**src/rtl/alu181_pkg.sv**
```systemverilog
// Shared types and 74181 function-select constants for the serial ALU.
package alu181_pkg;

  typedef enum logic [1:0] {IDLE, RUN, DONE} state_t;

  // S_SUB and S_XOR share an encoding; m selects arithmetic vs logic
  localparam logic [3:0] S_ADD = 4'b1001;
  localparam logic [3:0] S_SUB = 4'b0110;
  localparam logic [3:0] S_XOR = 4'b0110;

endpackage

```
**src/rtl/alu181_if.sv**
```systemverilog
// Operation/result handshake bundle for alu181_serial.
interface alu181_if #(parameter int WIDTH = 16);
  logic             in_valid, in_ready;
  logic [WIDTH-1:0] a, b;
  logic [3:0]       s;
  logic             m, cin, acc_sel;
  logic             out_valid, out_ready;
  logic [WIDTH-1:0] f;
  logic             cout, zero, aeqb;

  modport master (output in_valid, a, b, s, m, cin, acc_sel, out_ready,
                  input  in_ready, out_valid, f, cout, zero, aeqb);
  modport slave  (input  in_valid, a, b, s, m, cin, acc_sel, out_ready,
                  output in_ready, out_valid, f, cout, zero, aeqb);
endinterface

```
**src/rtl/alu181_slice.sv**
```systemverilog
// Combinational SLICE-bit 74181 cell; carry-out forced low in logic mode.
module alu181_slice #(
  parameter int SLICE = 4
) (
  input  logic [SLICE-1:0] i_a,
  input  logic [SLICE-1:0] i_b,
  input  logic [3:0]       i_s,
  input  logic             i_m,
  input  logic             i_c,
  output logic [SLICE-1:0] o_f,
  output logic             o_c
);
  logic [SLICE-1:0] w_t1, w_t2;
  logic [SLICE:0]   w_sum;

  assign w_t1  = i_a | (i_b & {SLICE{i_s[0]}}) | (~i_b & {SLICE{i_s[1]}});
  assign w_t2  = (i_a & ~i_b & {SLICE{i_s[2]}}) | (i_a & i_b & {SLICE{i_s[3]}});
  assign w_sum = {1'b0, w_t1} + {1'b0, w_t2} + {{SLICE{1'b0}}, i_c};
  assign o_f   = i_m ? ~(w_t1 ^ w_t2) : w_sum[SLICE-1:0];
  assign o_c   = ~i_m & w_sum[SLICE];
endmodule

```
**src/rtl/alu181_serial.sv**
```systemverilog
// Multi-cycle 74181 ALU: one slice per cycle, LSB first, registered ripple carry.
// Optional accumulator operand enabled by defining ALU181_ACC_EN.
module alu181_serial
  import alu181_pkg::*;
#(
  parameter int WIDTH = 16,
  parameter int SLICE = 4
) (
  input  logic     clk,
  input  logic     rst_n,
  alu181_if.slave  bus
);
  localparam int NSL = WIDTH / SLICE;
  localparam int CW  = (NSL > 1) ? $clog2(NSL) : 1;

  state_t           r_state;
  logic [WIDTH-1:0] r_a, r_b, r_f;
  logic [3:0]       r_s;
  logic             r_m, r_c, r_cout, r_zero, r_aeqb, r_out_valid;
  logic [CW-1:0]    r_k;

  logic [WIDTH-1:0] w_a_in, w_f_next;
  logic [SLICE-1:0] w_f_sl;
  logic             w_c_sl, w_last;

`ifdef ALU181_ACC_EN
  logic [WIDTH-1:0] r_acc;
  assign w_a_in = bus.acc_sel ? r_acc : bus.a;
`else
  logic w_unused_acc_sel;
  assign w_unused_acc_sel = bus.acc_sel;
  assign w_a_in = bus.a;
`endif

  alu181_slice #(.SLICE(SLICE)) u_slice (
    .i_a (r_a[r_k*SLICE +: SLICE]),
    .i_b (r_b[r_k*SLICE +: SLICE]),
    .i_s (r_s),
    .i_m (r_m),
    .i_c (r_c),
    .o_f (w_f_sl),
    .o_c (w_c_sl)
  );

  // Full result including the slice being written, so flags register with it
  always_comb begin
    w_f_next = r_f;
    w_f_next[r_k*SLICE +: SLICE] = w_f_sl;
  end

  assign w_last = (r_k == CW'(NSL-1));

  always_ff @(posedge clk or negedge rst_n) begin
    if (!rst_n) begin
      r_state     <= IDLE;
      r_a         <= '0;
      r_b         <= '0;
      r_s         <= '0;
      r_m         <= 1'b0;
      r_c         <= 1'b0;
      r_k         <= '0;
      r_f         <= '0;
      r_cout      <= 1'b0;
      r_zero      <= 1'b0;
      r_aeqb      <= 1'b0;
      r_out_valid <= 1'b0;
`ifdef ALU181_ACC_EN
      r_acc       <= '0;
`endif
    end else begin
      case (r_state)
        IDLE: if (bus.in_valid) begin
          r_a     <= w_a_in;
          r_b     <= bus.b;
          r_s     <= bus.s;
          r_m     <= bus.m;
          r_c     <= bus.cin;
          r_k     <= '0;
          r_state <= RUN;
        end
        RUN: begin
          r_f <= w_f_next;
          r_c <= w_c_sl;
          if (w_last) begin
            r_cout      <= w_c_sl;
            r_zero      <= (w_f_next == '0);
            r_aeqb      <= &w_f_next;
            r_out_valid <= 1'b1;
            r_state     <= DONE;
          end else begin
            r_k <= r_k + 1'b1;
          end
        end
        DONE: if (bus.out_ready) begin
          r_out_valid <= 1'b0;
          r_state     <= IDLE;
`ifdef ALU181_ACC_EN
          r_acc       <= r_f;
`endif
        end
        default: r_state <= IDLE;
      endcase
    end
  end

  assign bus.in_ready  = (r_state == IDLE);
  assign bus.out_valid = r_out_valid;
  assign bus.f         = r_f;
  assign bus.cout      = r_cout;
  assign bus.zero      = r_zero;
  assign bus.aeqb      = r_aeqb;
endmodule

```
**src/flat_wrapper.sv**
```systemverilog
// flat-port wrapper written by rule: the top's interface ports become plain ports
module alu181_serial_flat import alu181_pkg::*;
#(
  parameter int WIDTH = 16,
  parameter int SLICE = 4
)
  (clk, rst_n, bus_in_valid, bus_a, bus_b, bus_s, bus_m, bus_cin, bus_acc_sel, bus_out_ready, bus_in_ready, bus_out_valid, bus_f, bus_cout, bus_zero, bus_aeqb);
  alu181_if #(.WIDTH(WIDTH)) bus_i ();
  input  logic clk;
  input  logic rst_n;
  input wire logic [$bits(bus_i.in_valid)-1:0] bus_in_valid;
  input wire logic [$bits(bus_i.a)-1:0] bus_a;
  input wire logic [$bits(bus_i.b)-1:0] bus_b;
  input wire logic [$bits(bus_i.s)-1:0] bus_s;
  input wire logic [$bits(bus_i.m)-1:0] bus_m;
  input wire logic [$bits(bus_i.cin)-1:0] bus_cin;
  input wire logic [$bits(bus_i.acc_sel)-1:0] bus_acc_sel;
  input wire logic [$bits(bus_i.out_ready)-1:0] bus_out_ready;
  output wire logic [$bits(bus_i.in_ready)-1:0] bus_in_ready;
  output wire logic [$bits(bus_i.out_valid)-1:0] bus_out_valid;
  output wire logic [$bits(bus_i.f)-1:0] bus_f;
  output wire logic [$bits(bus_i.cout)-1:0] bus_cout;
  output wire logic [$bits(bus_i.zero)-1:0] bus_zero;
  output wire logic [$bits(bus_i.aeqb)-1:0] bus_aeqb;
  assign bus_i.in_valid = bus_in_valid;
  assign bus_i.a = bus_a;
  assign bus_i.b = bus_b;
  assign bus_i.s = bus_s;
  assign bus_i.m = bus_m;
  assign bus_i.cin = bus_cin;
  assign bus_i.acc_sel = bus_acc_sel;
  assign bus_i.out_ready = bus_out_ready;
  assign bus_in_ready = bus_i.in_ready;
  assign bus_out_valid = bus_i.out_valid;
  assign bus_f = bus_i.f;
  assign bus_cout = bus_i.cout;
  assign bus_zero = bus_i.zero;
  assign bus_aeqb = bus_i.aeqb;
  alu181_serial #(.WIDTH(WIDTH), .SLICE(SLICE)) u_core (.clk(clk), .rst_n(rst_n), .bus(bus_i));
endmodule
```
**config.mk**
```make
export PLATFORM = sky130hd
export DESIGN_NAME = alu181_serial_flat
export DESIGN_NICKNAME = d
export VERILOG_FILES = /design/src/rtl/alu181_pkg.sv /design/src/rtl/alu181_if.sv /design/src/rtl/alu181_slice.sv /design/src/rtl/alu181_serial.sv /design/src/flat_wrapper.sv
export SDC_FILE = /design/constraint.sdc
export NUM_CORES = 1
export LEC_CHECK = 0
export CAP_MARGIN = 20
export CORE_MARGIN = 10
export CORE_UTILIZATION = 52
export DETAILED_ROUTE_END_ITERATION = 16
export MAX_ROUTING_LAYER = met4
export PLACE_DENSITY = 0.87
export SLEW_MARGIN = 0
export SYNTH_ARGS = -nofsm -noshare
export SYNTH_HDL_FRONTEND = slang
export SYNTH_HIERARCHICAL = 1
export SYNTH_SLANG_ARGS = --single-unit
```
**constraint.sdc**
```tcl
create_clock -name clk -period 4.8 [get_ports clk]
set_input_delay 0.96 -clock clk [delete_from_list [all_inputs] [get_ports clk]]
set_output_delay 0.96 -clock clk [all_outputs]
set_load 0.005 [all_outputs]
```
==> impl_metrics.env, run 1 <==
export IMPL_synth_async_reset_ratio=1.00
export IMPL_setup_violations=0
export IMPL_regArea_sq_um=1550
export IMPL_slew_headroom=0.497
export IMPL_rows=28
export IMPL_clk_latency_ns=0.34
export IMPL_finalMaxSlewViolations=0
export IMPL_fin_util=0.699
export IMPL_ff2ff_setup_slack_ns=0.57
export IMPL_initial_core_util=0.542
export IMPL_grt_ovfl_total=0
export IMPL_cts_num_sinks=62
export IMPL_first_global_vias=2689
export IMPL_grt_pass1_wl_microns=12600
export IMPL_leakage_nw=1.76
export IMPL_yosysSeqAreaShare=0.475
export IMPL_cp_start_kind="flip-flop"
export IMPL_status="complete, no violations"
export IMPL_synth_most_common_cell="dfrtp_1"
export IMPL_n_fill_cell=434
export IMPL_cellPowerDensity_nw_per_um2=821
export IMPL_cts_resized=0
export IMPL_diodes=0
export IMPL_synth_nets=319
export IMPL_cap_violations=0
export IMPL_cts_hold_buf=0
export IMPL_ys_seq_elements=62
export IMPL_synth_largest_area_cell="dfrtp_1"
export IMPL_wire_per_inst_microns=18.1
export IMPL_antenna_found_initial=0
export IMPL_cts_buffer_depth=2
export IMPL_syn_area_sq_um=3270
export IMPL_crit_type="reg -> reg"
export IMPL_via_per_inst=5.78
export IMPL_ys_top_cells_by_count="dfrtp_1, mux2_2, nor2_1, inv_1, a21oi_1"
export IMPL_routed_via_count=2389
export IMPL_drc=0
export IMPL_die_height_microns=99.3
export IMPL_grt_max_degree=63
export IMPL_cp_required_ns=5.07
export IMPL_finalCritPeriodShare=0.881
export IMPL_core_sq_um=6030
export IMPL_syn_area_per_cell_sq_um=12.4
export IMPL_synth_cells=264
export IMPL_dr_pass1_iters=4
export IMPL_drtIter0Drc=117
export IMPL_synth_edf_count=0
export IMPL_clock_fmax_mhz=236
export IMPL_finalSetupTns_ns=0
export IMPL_yosysUniqueCellTypes=46
export IMPL_period_minus_slack_ns=4.23
export IMPL_yosysTopAreaCellShare=0.475
export IMPL_crit_fanout=6
export IMPL_worst_slew_pin_slew_ns=0.755
export IMPL_arrival_ns=4.50
export IMPL_nNetsFinal=388
export IMPL_synth_area_top_cells="dfrtp_1, mux2_2, mux4_2"
export IMPL_path_clk_slew_ns=0.07
export IMPL_gp_congestion=0.906
export IMPL_skew_ns=0.00605
export IMPL_ios=64
export IMPL_cts_tree="built"
export IMPL_cts_buffers=9
export IMPL_areaGrowthSynthToFinish_pct=28.8
export IMPL_ant_nets=0
export IMPL_ys_warn_count=6
export IMPL_drive_gt1_frac=0.228
export IMPL_rsz0062_at_grt="false"
export IMPL_htree_levels=3
export IMPL_die_w_microns=99.3
export IMPL_power_total_mw=3.46
export IMPL_hold_class="reg -> reg"
export IMPL_setup_ws_ns=0.571
export IMPL_portBuffers=62
export IMPL_die_area_sq_um=9860
export IMPL_cts_root_buf="clkbuf_8"
export IMPL_cp_end_kind="flip-flop"
export IMPL_grt_usage=0.161
export IMPL_place_hpwl_microns=5590
export IMPL_cts_setup_buffers=0
export IMPL_synth_flop_cell="dfrtp_1"
export IMPL_drt_wl_total_microns=7470
export IMPL_multiInputGateArea_sq_um=1610
export IMPL_hold_viol=0
export IMPL_peakVddDrop_uv=494
export IMPL_place_ws_ns=0.610
## registers in the layout, summed over array words and instances, names as in the netlist
register / count
u_core/bus.aeqb: 1
u_core/r_s: 4
u_core/bus.cout: 1
u_core/bus.f: 16
u_core/bus.out_valid: 1
u_core/r_a: 16
u_core/bus.zero: 1
u_core/r_m: 1
u_core/r_state: 2
u_core/r_c: 1
u_core/r_b: 16
u_core/r_k: 2
## layout make-up
cell class              instances  share of cell area
multi-input cells             177               0.382
well taps                      75              0.0223
inverters                      14              0.0125
flip-flops and latches         62               0.368
repair buffers                 69               0.159
clock buffers                  10              0.0303
clock inverters                 6              0.0262
## path summary, 6_finish.rpt
kind | from | to | cells past startpoint
worst min register to register | u_core/bus.aeqb$_DFFE_PN0P_ | u_core/bus.aeqb$_DFFE_PN0P_ | 1
max in group asynchronous | rst_n | u_core/r_s[1]$_DFFE_PN0P_ | 2
worst max-delay path | u_core/r_k[0]$_DFFE_PN0P_ | u_core/bus.aeqb$_DFFE_PN0P_ | 14
worst max register to register | u_core/r_k[0]$_DFFE_PN0P_ | u_core/bus.aeqb$_DFFE_PN0P_ | 14
min in group asynchronous | rst_n | u_core/bus.f[14]$_DFFE_PN0P_ | 2
worst min-delay path | u_core/bus.aeqb$_DFFE_PN0P_ | u_core/bus.aeqb$_DFFE_PN0P_ | 1
## report_power, final
part           switching [mW]  internal [mW]  leakage [nW]
logic                   0.970          0.966         0.887
clock network           0.202          0.344         0.112
registers               0.205          0.771         0.762
total                    1.38           2.08          1.76
## stage by stage
stage,instances,hold slack (ns),area [sq um]
floorplan,264,0.473,3270
global placement,397,0.478,3970
detailed placement,397,0.488,3970
CTS,413,0.502,4210
global route,413,0.515,4210
finish,413,0.501,4210
## metal layers
metal | global-route usage | vias up | part of all wire
met4 | 0.0717 | 0 | 0.017
met2 | 0.263 | 85 | 0.50
li1 | - | 1115 | -
met3 | 0.0526 | 14 | 0.055
met5 | - | - | 0
met1 | 0.177 | 1175 | 0.42
## logic make-up after synthesis
group	share of synthesized area
compound gates	0.118
xor+xnor	0.00536
fa+ha+maj	0.0505
buf+inv	0.0337
flops	0.475
mux	0.211
simple gates	0.107
## cells in the final DEF (no fill, tap or decap), drive strengths merged, types with 3 or more instances in the layout
master | Yosys | routed
a211o | 4 | 4
a21oi | 12 | 12
a22o | 6 | 6
a22oi | 4 | 4
a31oi | 5 | 5
a32o | 8 | 8
and2b | 4 | 4
buf | 6 | 8
bufinv | 0 | 3
clkbuf | 5 | 10
clkdlybuf4s50 | 0 | 61
dfrtp | 62 | 62
ha | 10 | 10
inv | 14 | 14
mux2 | 40 | 40
mux2i | 6 | 6
mux4 | 8 | 8
nand2 | 11 | 11
nor2 | 15 | 15
nor2b | 9 | 9
o21ai | 4 | 4
or4 | 3 | 3
## worst max-delay path: stages, from the launching register on
cell and delay (ns):
dfrtp_1 0.56, mux4_2 0.59, mux2_2 0.29, and2_1 0.17, inv_1 0.07, fa_1 0.16, inv_1 0.07, fa_1 0.38
nor2_1 0.14, xnor2_1 0.17, nor2b_1 0.42, a21oi_1 0.14, or4_1 0.53, nor4_2 0.27, a32o_1 0.20
Note: power is estimated with default switching activity, not from simulation.
==> run 2: changes to the inputs <==
--- a/config.mk
+++ b/config.mk
@@ -5,8 +5,9 @@
 export SDC_FILE = /design/constraint.sdc
 export NUM_CORES = 1
 export LEC_CHECK = 0
+export ABC_CLOCK_PERIOD_IN_PS = 4800
 export CAP_MARGIN = 20
-export CORE_MARGIN = 10
+export CORE_MARGIN = 2
 export CORE_UTILIZATION = 52
 export DETAILED_ROUTE_END_ITERATION = 16
 export MAX_ROUTING_LAYER = met4
==> run 2 against run 1 <==
  * Design area down 0.36%
  * Combinational power about the same
  * First-iteration DRC count down 26%
  * Critical path depth up 1
  * Register-to-register slack better by 0.098 ns
  * Core utilization up 0.16 points
  * Cell count unchanged
  * Critical endpoint unchanged
  * Highest routed layer unchanged
==> impl_metrics.env, run 2 (synthesis results as in run 1) <==
export IMPL_gp_congestion=0.915
export IMPL_path_clk_slew_ns=0.08
export IMPL_cts_root_buf="clkbuf_8"
export IMPL_leakage_nw=1.76
export IMPL_finalMaxSlewViolations=0
export IMPL_drtIter0Drc=86
export IMPL_nNetsFinal=388
export IMPL_skew_ns=0.0137
export IMPL_crit_family="simple AND/OR/NAND/NOR gates"
export IMPL_drc=0
export IMPL_routed_via_count=2377
export IMPL_arrival_ns=4.40
export IMPL_cp_required_ns=5.07
export IMPL_htree_levels=3
export IMPL_dr_pass1_iters=4
export IMPL_areaGrowthSynthToFinish_pct=28.4
export IMPL_crit_type="reg -> reg"
export IMPL_place_ws_ns=0.725
export IMPL_antenna_found_initial=0
export IMPL_drt_wl_total_microns=6840
export IMPL_ios=64
export IMPL_first_global_vias=2549
export IMPL_grt_ovfl_total=0
export IMPL_clk_latency_ns=0.35
export IMPL_cap_violations=0
export IMPL_layout_common_cells="dfrtp_1, clkdlybuf4s50_1, mux2_2"
export IMPL_grt_max_degree=63
export IMPL_diodes=0
export IMPL_crit_buf_inv=3
export IMPL_cts_resized=0
export IMPL_clock_fmax_mhz=242
export IMPL_hold_class="reg -> reg"
export IMPL_cp_start_kind="flip-flop"
export IMPL_cp_end_kind="flip-flop"
export IMPL_cts_buffers=9
export IMPL_hold_viol=0
export IMPL_die_area_sq_um=6930
export IMPL_drive_gt1_frac=0.231
export IMPL_multiInputGateArea_sq_um=1610
export IMPL_final_common_cell="dfrtp_1"
export IMPL_cp_cell_sequence="mux4_2 -> mux2_2 -> and2_1 -> inv_1 -> fa_1 -> inv_1 -> fa_1 -> nor2_1 -> xnor2_1 -> nor2b_1 -> buf_4 -> a21oi_1 -> or4_1 -> nor4_2 -> a32o_1"
export IMPL_finalCritPeriodShare=0.861
export IMPL_cts_tree="built"
export IMPL_period_minus_slack_ns=4.13
export IMPL_finalSetupTns_ns=0
export IMPL_die_height_microns=83.3
export IMPL_fin_util=0.700
export IMPL_cts_num_sinks=62
export IMPL_critPathSlowestCell="dfrtp_1"
export IMPL_portBuffers=62
export IMPL_crit_fanout=13
export IMPL_rsz0062_at_grt="false"
export IMPL_cts_hold_buf=0
export IMPL_n_fill_cell=434
export IMPL_slew_headroom=0.490
export IMPL_wire_per_inst_microns=16.6
export IMPL_ant_nets=0
export IMPL_rows=28
export IMPL_die_w_microns=83.3
export IMPL_critical_path_max_stage_delay_ns=0.69
export IMPL_cellPowerDensity_nw_per_um2=820
export IMPL_grt_pass1_wl_microns=11900
export IMPL_whs_ns=0.485
export IMPL_peakVddDrop_uv=431
export IMPL_setup_ws_ns=0.670
export IMPL_setup_violations=0
export IMPL_place_hpwl_microns=5040
export IMPL_core_sq_um=5990
export IMPL_regArea_sq_um=1550
export IMPL_cts_buffer_depth=2
export IMPL_grt_usage=0.221
export IMPL_worst_slew_pin_slew_ns=0.765
export IMPL_status="complete, no violations"
export IMPL_via_per_inst=5.76
export IMPL_power_total_mw=3.44
export IMPL_initial_core_util=0.546
export IMPL_cts_setup_buffers=0
-- run 2: changes by cell type in the layout (fill, tap and decap cells not counted) --
cell,before,now
bufinv_16,3,2
clkbuf_1,1,0
clkbuf_8,9,10
clkinv_2,1,2
-- run 2: stage by stage --
stage | instance area (sq um) | std cells
5_1_grt | 4200 | 413
3_5_place_dp | 3970 | 397
3_3_place_gp | 3970 | 397
2_1_floorplan | 3270 | 264
6_report | 4200 | 413
4_1_cts | 4200 | 413
-- run 2: layer usage --
metal / wire length [microns] / GRT usage / up-vias
li1: - / - / 1117
met1: 2850 / 0.257 / 1144
met2: 3380 / 0.350 / 97
met3: 441 / 0.0547 / 19
met4: 178 / 0.122 / 0
met5: 0 / - / -
-- run 2: final timing paths --
path	startpoint	endpoint	slack [ns]	cells past startpoint
setup reg to reg	u_core/r_k[1]$_DFFE_PN0P_	u_core/bus.aeqb$_DFFE_PN0P_	0.67	15
setup / recovery	u_core/r_k[1]$_DFFE_PN0P_	u_core/bus.aeqb$_DFFE_PN0P_	0.67	15
hold / removal	u_core/bus.zero$_DFFE_PN0P_	u_core/bus.zero$_DFFE_PN0P_	0.48	2
hold reg to reg	u_core/bus.zero$_DFFE_PN0P_	u_core/bus.zero$_DFFE_PN0P_	0.48	2
min in group asynchronous	rst_n	u_core/bus.f[6]$_DFFE_PN0P_	0.76	2
max in group asynchronous	rst_n	u_core/bus.f[2]$_DFFE_PN0P_	3.52	2
-- run 2: layout make-up --
| type | count | area share |
|---|---|---|
| Sequential cell | 62 | 0.370 |
| Inverter | 14 | 0.0125 |
| Timing Repair Buffer | 69 | 0.159 |
| Tap cell | 75 | 0.0224 |
| Multi-Input combinational cell | 177 | 0.383 |
| Clock inverter | 6 | 0.0203 |
| Clock buffer | 10 | 0.0328 |
-- run 2: where the power goes --
group / switching [mW] / internal (mW) / leakage (nW)
Combinational: 0.974 / 0.987 / 0.887
Clock: 0.205 / 0.304 / 0.108
Sequential: 0.201 / 0.771 / 0.762
Total: 1.38 / 2.06 / 1.76
-- run 2: tightest hold or removal path, cell delays in order (launching register included) --
cell	delay [ns]
dfrtp_1	0.35
nand2_1	0.05
o31ai_1	0.05
==> edit 1: new RTL, settings of run 2 <==
`SLICE` is set to 4 in 3 places; all go to 2.
--- a/src/rtl/alu181_slice.sv
+++ b/src/rtl/alu181_slice.sv
@@ -1,6 +1,6 @@
 // Combinational SLICE-bit 74181 cell; carry-out forced low in logic mode.
 module alu181_slice #(
-  parameter int SLICE = 4
+  parameter int SLICE = 2
 ) (
   input  logic [SLICE-1:0] i_a,
   input  logic [SLICE-1:0] i_b,
--- a/src/rtl/alu181_serial.sv
+++ b/src/rtl/alu181_serial.sv
@@ -4,7 +4,7 @@
   import alu181_pkg::*;
 #(
   parameter int WIDTH = 16,
-  parameter int SLICE = 4
+  parameter int SLICE = 2
 ) (
   input  logic     clk,
   input  logic     rst_n,
--- a/src/flat_wrapper.sv
+++ b/src/flat_wrapper.sv
@@ -2,7 +2,7 @@
 module alu181_serial_flat import alu181_pkg::*;
 #(
   parameter int WIDTH = 16,
-  parameter int SLICE = 4
+  parameter int SLICE = 2
 )
   (clk, rst_n, bus_in_valid, bus_a, bus_b, bus_s, bus_m, bus_cin, bus_acc_sel, bus_out_ready, bus_in_ready, bus_out_valid, bus_f, bus_cout, bus_zero, bus_aeqb);
   alu181_if #(.WIDTH(WIDTH)) bus_i ();
Behaviour: not the same (a bounded check fails within 4 cycles, from zero or initial values and one cycle with rst_n low).
==> edit 1 against run 2 <==
Count of clock-buffer cells in the layout grew 2; sequential cell count grew 1; critical path type unchanged; wire length increased by 8.5%; area after synthesis is 4.7% higher; cell area is 3.0% higher; power down 1.9%; clock power decreased by 6.3%; worst setup slack worse by 0.16 ns; sequential power rose by 2.4%; synthesized cell count is 11% higher; die area rose by 4.4%.
==> edit 1: results (changes against run 2) <==
| Metric | Value |
|---|---|
| Beginning of the critical path | `u_core/r_k[0]` |
| Met3 wire len | `321 µm (-27%)` |
| Fillcell total | `415 (-4.4%)` |
| Skew final | `0.0102 ns (-0.00350 ns)` |
| Global-route met1 utilization | `27.0% (+1.3 points)` |
| Grt met3 use | `3.99% (-1.5 points)` |
| Peak supply drop | `428 µV (-0.66%)` |
| DP HPWL | `5.47 mm (+8.7%)` |
| Fmax | `233 MHz (-3.7%)` |
| Commonest cells in the netlist | `dfrtp_1, mux2_2, nand2_1, nor2_1, o21ai_0` |
| Cells after DPL | `425 (+7.1%)` |
| Syn Nets | `346 (+8.5%)` |
| Nets@finish | `411 (+5.9%)` |
| Met2 GRT Util | `37.5% (+2.5 points)` |
| Post-Place Setup Slack | `0.541 ns (-0.183 ns)` |
| Sequential fraction of the synthesis area | `46.1% (-1.4 points)` |
| GRT Overall Usage | `22.6% (+0.54 points)` |
| Drt wl/cell | `16.8 µm (+1.6%)` |
| Syn Inst Count | `294 (+11%)` |
| Cells on worst reg2reg path | `13 (-2)` |
| Crit path max fanout | `11 (-2)` |
| Starting DRT DRC Count | `121 (+41%)` |
| Status | `completed` |
| Layout cells sized above 1 | `23.9% (+0.82 points)` |
| First-pass GRT wire length | `12.5 mm (+5.2%)` |
| WP data arrival | `4.52 ns (+0.12 ns)` |
| Final Non-Filler Cells | `441 (+6.8%)` |
| Leakage power | `1.83 nW (+3.9%)` |
| Post-synthesis compound-gate area fraction | `7.64% (-4.1 points)` |
| Vias in the first global route | `2,650 (+4.0%)` |
[edit 1: kinds of logic after synthesis]
family | Yosys count
buffers and inverters | 22
DFF | 63
muxes | 69
and+or+nand+nor | 98
AOI/OAI and AO/OA | 33
adders and majority gates | 9
[edit 1: final cells by class]
| type | instances | area [µm²] | area share, % |
|---|---|---|---|
| Inverter | 8 | 30.0 | 0.695 |
| Clock inverter | 4 | 53.8 | 1.24 |
| Multi-Input combinational cell | 209 | 1750 | 40.5 |
| Timing Repair Buffer | 68 | 661 | 15.3 |
| Tap cell | 77 | 96.3 | 2.23 |
| Clock buffer | 12 | 155 | 3.59 |
| Sequential cell | 63 | 1580 | 36.5 |
[edit 1: report_power, final]
part           total [mW]  switching (mW)  internal, mW
clock network       0.477           0.208         0.269
logic                1.90           0.963         0.942
registers           0.995           0.215         0.779
[edit 1: critical path: cells and delay by family (launching register included)]
family	cells	cell delay, ns
AOI/OAI and AO/OA	1	0.22
adders and majority gates	2	0.83
DFF	1	0.74
muxes	4	1.20
and+or+nand+nor	6	1.19
==> edit 2: new RTL, flow settings as in run 2 <==
Made on the original files. Encoding of `state_t`: now one-hot (3 bits for 3 states).
--- a/src/rtl/alu181_pkg.sv
+++ b/src/rtl/alu181_pkg.sv
@@ -1,7 +1,7 @@
 // Shared types and 74181 function-select constants for the serial ALU.
 package alu181_pkg;
 
-  typedef enum logic [1:0] {IDLE, RUN, DONE} state_t;
+  typedef enum logic [2:0] {IDLE = 3'b001, RUN = 3'b010, DONE = 3'b100} state_t;
 
   // S_SUB and S_XOR share an encoding; m selects arithmetic vs logic
   localparam logic [3:0] S_ADD = 4'b1001;
Function: same outputs for any inputs over 10 cycles, from zero or initial values and one cycle with rst_n low; not proved beyond that.
==> edit 2 against run 2 <==
Cell area is 2.7% higher; fmax is 11% higher; critical path depth is 3 lower; area after synthesis is 5.6% higher; global-route usage is 0.98 points higher; worst setup slack better by 0.39 ns; wire length is 8.3% higher; cell count is 7.5% higher; sequential cell count is 1 higher; power is 18% lower.
==> edit 2: results (changes against run 2) <==
| Metric | Value |
|---|---|
| Starting DRT DRC Count | `192 (+120%)` |
| Fillcell total | `473 (+9.0%)` |
| Post-Route WL | `7.41 mm (+8.3%)` |
| DR WL met2 | `3.82 mm (+13%)` |
| Internal | `1.69 mW (-18%)` |
| Dpl cell area | `4130 µm² (+4.0%)` |
| Crit-path slowest cell | `mux4_1` |
| Fraction of the mapped netlist area in adder cells | `4.79% (-0.27 points)` |
| Hold depth | `1 (-1)` |
| Clock slew at reported path FFs | `0.06 ns (-0.02 ns)` |
| Cells after DPL | `428 (+7.8%)` |
| Layout cells sized above 1 | `19.9% (-3.2 points)` |
| Worst-Skew Late Latency | `0.33 ns (-0.02 ns)` |
| Hold path endpoint | `u_core/r_b[14]` |
| Status | `completed` |
| Peak supply drop | `469 µV (+8.9%)` |
| Met3 wire len | `381 µm (-14%)` |
| Syn Nets | `352 (+10%)` |
| WHS | `0.506 ns (+0.0211 ns)` |
| Finish-stage setup viols | `0 (unchanged)` |
| Worst R2R End | `u_core/bus.zero` |
| Cells on worst reg2reg path | `12 (-3)` |
| Drt wl/cell | `16.7 µm (+0.74%)` |
| Met1 WL | `3.15 mm (+11%)` |
| CP delay by family, top | `multiplexers` |
| CP peak stage delay | `0.67 ns (-0.02 ns)` |
| Multiplexer area fraction after synthesis | `20.6% (-0.57 points)` |
| Largest cells by area after synthesis | `dfrtp_1, mux2_2, mux4_1` |
| GRT Overall Usage | `23.0% (+0.98 points)` |
| DP HPWL | `5.43 mm (+7.8%)` |
| Post-CTS Setup Repair Bufs | `0 (unchanged)` |
| Post-synthesis xor/xnor area fraction | `0.508% (-0.028 points)` |
| R2R Setup Slk | `1.06 ns (+0.39 ns)` |
| WP data arrival | `3.96 ns (-0.44 ns)` |
| Sequential fraction of the synthesis area | `45.7% (-1.8 points)` |
| Leakage power | `1.77 nW (+0.80%)` |
| Commonest cells in the netlist | `dfrtp_1, mux2_2, nand2_1, nor2_1, nor2b_1` |
| Crit path max fanout | `6 (-7)` |
| Yosys cell types | `49 (+6.5%)` |
| Initial antenna violation count | `0 (unchanged)` |
| Multi-input logic area | `1750 µm² (+8.8%)` |
| Skew final | `0.00604 ns (-0.00769 ns)` |
| GP Congestion | `0.899 (-1.8%)` |
| First-pass GRT wire length | `12.7 mm (+6.8%)` |
| Largest net degree at the start of global routing | `64 (+1.6%)` |
| Post-synthesis compound-gate area fraction | `10.1% (-1.6 points)` |
| Nets@finish | `417 (+7.5%)` |
| Total vias in the final route | `2,567 (+8.0%)` |
| Relative slew margins | `47.6% (-1.4 points)` |
| Vias in the first global route | `2,626 (+3.0%)` |
| HP Start | `u_core/r_b[14]` |
| RR Startpoint | `u_core/r_k[0]` |
| Syn_area_per_cell | `11.6 µm² (-6.1%)` |
## edit 2: changes by cell type after synthesis, moves of 3 or more
| cell | change |
|---|---|
| nand2_1 | +10 |
| mux4_1 | +8 |
| mux4_2 | -8 |
| a32o_1 | -7 |
| nor2b_1 | +7 |
| nor2_1 | +5 |
| o21ai_0 | +5 |
| a31oi_1 | +4 |
| and2b_1 | -4 |
| and2b_2 | +4 |
| inv_1 | -3 |
| nand4_1 | +3 |
| nor3_1 | +3 |
## edit 2: final cells by class
class	instances	share of cell area, %
clock inverter	3	0.407
timing repair buffer	69	15.5
inverter	11	0.958
clock buffer	13	3.69
sequential	63	36.6
tap	77	2.24
multi-input combinational	208	40.6
## edit 2: power by group through the flow
stage / registers (mW) / clock network, mW / logic (mW)
finish: 0.883 / 0.410 / 1.54
global route: 0.909 / 0.443 / 1.69
CTS: 0.884 / 0.420 / 1.54
detailed placement: 0.890 / 0 / 1.53
global placement: 0.872 / 0 / 1.48
floorplan: 0.838 / 0 / 1.13
## edit 2: layer usage
metal / GRT usage (%) / vias to the layer above
met5: - / -
met4: 6.93 / 0
met3: 5.35 / 5
met2: 38.3 / 75
met1: 28.1 / 1270
li1: - / 1217
## edit 2: worst max-delay path by stage
stage                  start         endpoint  slack (ns)  cells after the start
6_report       u_core/r_k[0]  u_core/bus.zero        1.06                     12
5_1_grt        u_core/r_k[0]  u_core/bus.aeqb        0.77                     13
4_1_cts        u_core/r_k[0]  u_core/bus.zero        1.07                     12
3_5_place_dp   u_core/r_k[0]  u_core/bus.zero        1.08                     12
3_3_place_gp   u_core/r_k[0]  u_core/bus.zero        1.09                     12
2_1_floorplan  u_core/r_k[0]  u_core/bus.aeqb        1.34                     15
